File: src/rtl/seg7_scan_decoder.sv
// -----------------------------------------------------------------------------
// seg7_scan_decoder
//
// Reads back a multiplexed, active-low 4-digit 7-segment drive and rebuilds the
// hex value being shown. A digit is only captured after its {anode,seg}
// pattern has been seen unchanged and legal for SETTLE consecutive clocks. This
// keeps scan transitions and glitches from ever reaching the outputs.
//
// Ports
//   clk         system clock, rising edge
//   reset       asynchronous, active-high; clears all state
//   anode[3:0]  digit select, active-low one-hot (digit 3 = MS nibble)
//   seg[6:0]    segment lines {A,B,C,D,E,F,G}, active-low
//   value[15:0] captured hex value, digit i in value[4i+3:4i]
//   dig_valid   per digit: last capture was a legal hex glyph
//   dig_err     per digit: last capture was a non-hex pattern
//   frame_done  one-cycle pulse when all four digits have been captured
//               since the previous pulse or reset
// -----------------------------------------------------------------------------
module seg7_scan_decoder #(
    parameter int SETTLE = 4
) (
    input  logic        clk,
    input  logic        reset,
    input  logic [3:0]  anode,
    input  logic [6:0]  seg,
    output logic [15:0] value,
    output logic [3:0]  dig_valid,
    output logic [3:0]  dig_err,
    output logic        frame_done
);

    localparam logic [7:0] SETTLE_C  = 8'(SETTLE);
    localparam logic [7:0] SETTLE_M1 = 8'(SETTLE - 1);

    logic [10:0] samp_d, samp_q;
    logic [7:0]  cnt_d, cnt_q;
    logic [3:0]  seen_d, seen_q;
    logic [15:0] value_d, value_q;
    logic [3:0]  valid_d, valid_q;
    logic [3:0]  err_d, err_q;
    logic        frame_d, frame_q;

    logic        legal;
    logic [1:0]  dig_idx;
    logic        glyph_ok;
    logic [3:0]  glyph_nib;
    logic        capture;
    logic [3:0]  seen_upd;

    // Exactly one anode low selects a digit; blank or multi-select is illegal.
    always_comb begin
        legal   = 1'b1;
        dig_idx = 2'd0;
        case (anode)
            4'b1110: dig_idx = 2'd0;
            4'b1101: dig_idx = 2'd1;
            4'b1011: dig_idx = 2'd2;
            4'b0111: dig_idx = 2'd3;
            default: legal   = 1'b0;
        endcase
    end

    // Inverse of the hex-to-segment table; anything else is an error glyph.
    always_comb begin
        glyph_ok  = 1'b1;
        glyph_nib = 4'h0;
        case (seg)
            7'b0000001: glyph_nib = 4'h0;
            7'b1001111: glyph_nib = 4'h1;
            7'b0010010: glyph_nib = 4'h2;
            7'b0000110: glyph_nib = 4'h3;
            7'b1001100: glyph_nib = 4'h4;
            7'b0100100: glyph_nib = 4'h5;
            7'b0100000: glyph_nib = 4'h6;
            7'b0001111: glyph_nib = 4'h7;
            7'b0000000: glyph_nib = 4'h8;
            7'b0001100: glyph_nib = 4'h9;
            7'b0001000: glyph_nib = 4'hA;
            7'b1100000: glyph_nib = 4'hB;
            7'b0110001: glyph_nib = 4'hC;
            7'b1000010: glyph_nib = 4'hD;
            7'b0110000: glyph_nib = 4'hE;
            7'b0111000: glyph_nib = 4'hF;
            default:    glyph_ok  = 1'b0;
        endcase
    end

    always_comb begin
        samp_d   = {anode, seg};
        cnt_d    = cnt_q;
        capture  = 1'b0;
        seen_d   = seen_q;
        seen_upd = seen_q;
        value_d  = value_q;
        valid_d  = valid_q;
        err_d    = err_q;
        frame_d  = 1'b0;

        // The incoming sample is compared against the one registered last
        // clock, so the first edge that sees a new pattern leaves the count at
        // 0 and the capture lands SETTLE edges later. Saturating at SETTLE
        // makes the SETTLE-1 -> SETTLE step happen once per stable window.
        if (!legal || (samp_d != samp_q)) begin
            cnt_d = 8'd0;
        end else if (cnt_q < SETTLE_C) begin
            cnt_d   = cnt_q + 8'd1;
            capture = (cnt_q == SETTLE_M1);
        end

        if (capture) begin
            if (glyph_ok) begin
                value_d[{dig_idx, 2'b00} +: 4] = glyph_nib;
                valid_d[dig_idx]               = 1'b1;
                err_d[dig_idx]                 = 1'b0;
            end else begin
                valid_d[dig_idx] = 1'b0;
                err_d[dig_idx]   = 1'b1;
            end
            seen_upd          = seen_q;
            seen_upd[dig_idx] = 1'b1;
            // Only the capture that completes the set pulses; the mask then
            // restarts so the next frame is tracked from scratch.
            if (seen_upd == 4'hF) begin
                frame_d = 1'b1;
                seen_d  = 4'h0;
            end else begin
                seen_d  = seen_upd;
            end
        end
    end

    always_ff @(posedge clk or posedge reset) begin
        if (reset) begin
            samp_q  <= '0;
            cnt_q   <= '0;
            seen_q  <= '0;
            value_q <= '0;
            valid_q <= '0;
            err_q   <= '0;
            frame_q <= 1'b0;
        end else begin
            samp_q  <= samp_d;
            cnt_q   <= cnt_d;
            seen_q  <= seen_d;
            value_q <= value_d;
            valid_q <= valid_d;
            err_q   <= err_d;
            frame_q <= frame_d;
        end
    end

    assign value      = value_q;
    assign dig_valid  = valid_q;
    assign dig_err    = err_q;
    assign frame_done = frame_q;

endmodule

File: config.mk
export PLATFORM = sky130hd
export DESIGN_NAME = seg7_scan_decoder
export DESIGN_NICKNAME = d
export VERILOG_FILES = /design/src/rtl/seg7_scan_decoder.sv
export SDC_FILE = /design/constraint.sdc
export NUM_CORES = 1
export LEC_CHECK = 0
export CAP_MARGIN = 20
export CORE_MARGIN = 5
export CORE_UTILIZATION = 45
export CTS_BUF_LIST = sky130_fd_sc_hd__clkbuf_4 sky130_fd_sc_hd__clkbuf_8
export CTS_CLUSTER_DIAMETER = 100
export CTS_CLUSTER_SIZE = 16
export DETAILED_ROUTE_END_ITERATION = 8
export HOLD_SLACK_MARGIN = 0.1
export PLACE_DENSITY = 0.68
export SYNTH_ARGS = -nofsm -noshare
export SYNTH_HDL_FRONTEND = slang
export SYNTH_SLANG_ARGS = --single-unit
File: constraint.sdc
create_clock -name clk -period 2.05 [get_ports clk]
set_input_delay 0.615 -clock clk [delete_from_list [all_inputs] [get_ports clk]]
set_output_delay 0.615 -clock clk [all_outputs]
set_load 0.1 [all_outputs]
==> summary.md <==
| Metric | Value |
|---|---|
| Yosys cell types | 58 |
| First-pass GRT wire length | ~13,000 microns |
| Slew @ Worst Pin | roughly 0.41 ns |
| Fin cells | approximately 430 |
| # diodes | 0 |
| Worst EP required | around 2.3 ns |
| Worst-path clk slew | 0.09 ns |
| Crit-path slowest cell | a311oi_4 |
| Setup CP Type | input pin to flop |
| CP Cell Sequence | clkdlybuf4s18_2 -> buf_4 -> nor3_1 -> nand3_1 -> o211a_4 -> a311oi_4 -> mux2i_1 |
| CP Capture Type | flop |
| Initial Util | 0.459 |
| Startpoint Class | input pin |
| Area of the multi-input gates | approximately 1600 sq um |
| RD Place Congestion | ~0.86 |
| Number of hold buffers added after CTS | 0 |
| Total track usage | 0.215 |
| CTS tree | built |
| Clock network power share | 0.374 |
| Top Ports | 38 |
| Hold violation count in the final report | 0 |
| Family with the most delay on the worst path | compound AO/OA/AOI/OAI gates |
| Max-slew headroom at the worst pin | 0.726 |
| Max Slew Vio Count | 0 |
| Yosys Warn Count | 0 |
| RSZ-0062 raised after global routing | true |
| Final nets | 380 |
| Area growth syn-to-layout | 62.4% |
| CTS Buffer Depth | 2 |
| Share of cells above drive strength 1 | 0.468 |
| TritonRoute pass-1 iters | 4 |
| Final WS setup | -0.0916 ns |
| Mapped cell area | ~2700 sq um |
| Initial antenna violation count | 0 |
| CTS Buf Count | 5 |
| Worst Skew | roughly 0.0042 ns |
| Sequential area share after synthesis | 0.447 |
| HP Class | flop to flop |
| Max-cap violations | 0 |
| Leak | ~2 nW |
| Setup TNS | -0.967 ns |
| DIE WIDTH | roughly 87 microns |
| Status | finished with violations |
| Post-DRT Antenna Nets | 0 |
| Tmin final | 2.14 ns |
| Ys async rst share | 1.00 |
| Grt total ovfl | 0 |
| Drt wl/cell | roughly 19 microns |
| FF/Latch Area | 1200 sq um |
| Leading cell type in the layout, fill and taps excluded | buf_4 |
| Iteration-0 DRC Markers | 130 |
| Row count | 28 |
| Core Util, Final | 0.746 |
| Worst path max stage delay | 0.42 ns |
| Vias per Instance | 5.61 |
| Full die area | ~7600 sq um |
| Fillers | 344 |
| Worst VDD drop | between 0.3 and 0.4 mV |
| DR vias | around 2,400 |
| CTS root buf | clkbuf_8 |
| Final period util | 1.04 |
| PortBufs | 37 |
| Critical path arrival | between 2 and 2.5 ns |
| Switching share of power | 0.246 |
| Critical path peak fanout | 8 |
| Total internal power | around 0.0016 W |
| Dpl cells | 410 |
| Largest net degree at the start of global routing | a little under 50 |
| FMAX | ~0.47 GHz |
| Post-synth EDFFs | 0 |
| Mean Syn Cell Area | 10.5 sq um |
| Worst-Skew Late Latency | 0.30 ns |
| Num Clock Sinks | 48 |
| Register bit count reported by yosys | between 40 and 50 |
| DRC viols | 0 |
| Net Switching | 0.000529 W |
| Die height | 87.3 microns |
| Total wire length | approximately 8300 microns |
| Gate power share | 0.177 |
| Most used DFF post-synth | dfrtp_1 |
| Violated checks | negative setup slack |
| Mapped Nets | ~280 |
| Dpl hpwl | 4940 microns |
| Cell count after synthesis | 255 |
| Most frequent cells in the layout | buf_4, dfrtp_1, buf_12, inv_1, nand2_1 |
| Core area | a little under 6000 sq um |
| Vias in the first global route | about 2,600 |
| # setup viols final | 16 |
| CTS H-tree lvls | 2 |
| WP buf/inv | 2 |
| PD cells | between 400 and 500 nW/um^2 |
| Share of power burned in registers | 0.449 |
[layer usage]
metal  GRT usage  share of wire  vias up  wire, microns
li1            -              -     1121              -
met1       0.285           0.43     1207           3560
met2       0.351           0.50       96           4180
met3      0.0454          0.057       11            474
met4      0.0656          0.013        0            105
met5           0              0        -              0
[final cells by class]
cell class,count,area share
multi-input combinational,168,0.367
timing repair buffer,111,0.284
sequential,48,0.275
inverter,25,0.0226
tap,75,0.0215
clock buffer,5,0.0158
clock inverter,2,0.0138
[Yosys cell counts, types with 2 or more instances]
cell | n | share of area
nand2b_1 | 2 | 0.0047
buf_2 | 7 | 0.013
o211ai_1 | 2 | 0.0056
dfrtp_1 | 48 | 0.45
nor4b_1 | 3 | 0.0098
and3_1 | 3 | 0.0070
inv_1 | 25 | 0.035
o21ai_0 | 12 | 0.022
and3b_1 | 2 | 0.0065
nand4bb_1 | 2 | 0.0084
nand3_1 | 13 | 0.024
clkbuf_1 | 3 | 0.0042
nand2_1 | 12 | 0.017
and2_1 | 7 | 0.016
o21a_1 | 3 | 0.0084
nand4_1 | 9 | 0.021
xor2_1 | 3 | 0.0098
a21oi_1 | 4 | 0.0074
clkbuf_2 | 2 | 0.0037
nor2_1 | 9 | 0.013
a311oi_1 | 2 | 0.0065
o2111ai_1 | 4 | 0.013
or3_1 | 2 | 0.0047
and4_1 | 3 | 0.0098
o22ai_1 | 3 | 0.0070
a311oi_4 | 2 | 0.020
ha_1 | 8 | 0.037
mux2i_1 | 9 | 0.034
mux2_2 | 8 | 0.034
nor3b_1 | 4 | 0.011
xnor2_1 | 12 | 0.039
[metrics by stage]
step,total power [W],cell area [sq um],worst slack (ns),hold WS (ns)
2_1_floorplan,0.00112,2730,-0.129,0.454
3_3_place_gp,0.00126,3820,-0.713,0.470
3_5_place_dp,0.00126,3820,-0.756,0.472
4_1_cts,0.00210,4200,-0.0636,0.497
5_1_grt,0.00221,4370,-0.172,0.506
6_report,0.00215,4370,-0.0916,0.497
[path summary, 6_finish.rpt]
check | from | end | slack (ns) | cells past startpoint
worst max register to register | samp_q[7] | value[12] | 0.11 | 7
worst min register to register | cnt_q[5] | cnt_q[5] | 0.50 | 1
min in group asynchronous | reset | samp_q[7] | 0.65 | 3
max in group asynchronous | reset | async pin | 1.16 | 3
worst min-delay path | cnt_q[5] | cnt_q[5] | 0.50 | 1
worst max-delay path | seg[5] | value[1] | -0.09 | 7
[power groups by stage]
| stage | registers [W] | logic (W) | clock network, W |
|---|---|---|---|
| 3_5_place_dp | 0.000981 | 0.000283 | 0 |
| 4_1_cts | 0.000963 | 0.000330 | 0.000809 |
| 6_report | 0.000967 | 0.000382 | 0.000806 |
| 3_3_place_gp | 0.000980 | 0.000278 | 0 |
| 5_1_grt | 0.000968 | 0.000404 | 0.000840 |
| 2_1_floorplan | 0.000980 | 0.000141 | 0 |
[cells by family after synthesis]
logic type | share of synthesized area
buffers and inverters | 0.0628
adders and majority gates | 0.0372
DFF | 0.447
AOI/OAI and AO/OA | 0.142
and+or+nand+nor | 0.195
xor gates and xnor gates | 0.0489
muxes | 0.0670
[what timing repair did]
item,in CTS,in global routing
pin swaps,12,13
cloned,3,0
resized for setup,68,31
buffers inserted,9,5
hold endpoints to repair,0,0
setup endpoints to repair,37,29
Note: power is estimated with default switching activity, not from simulation.
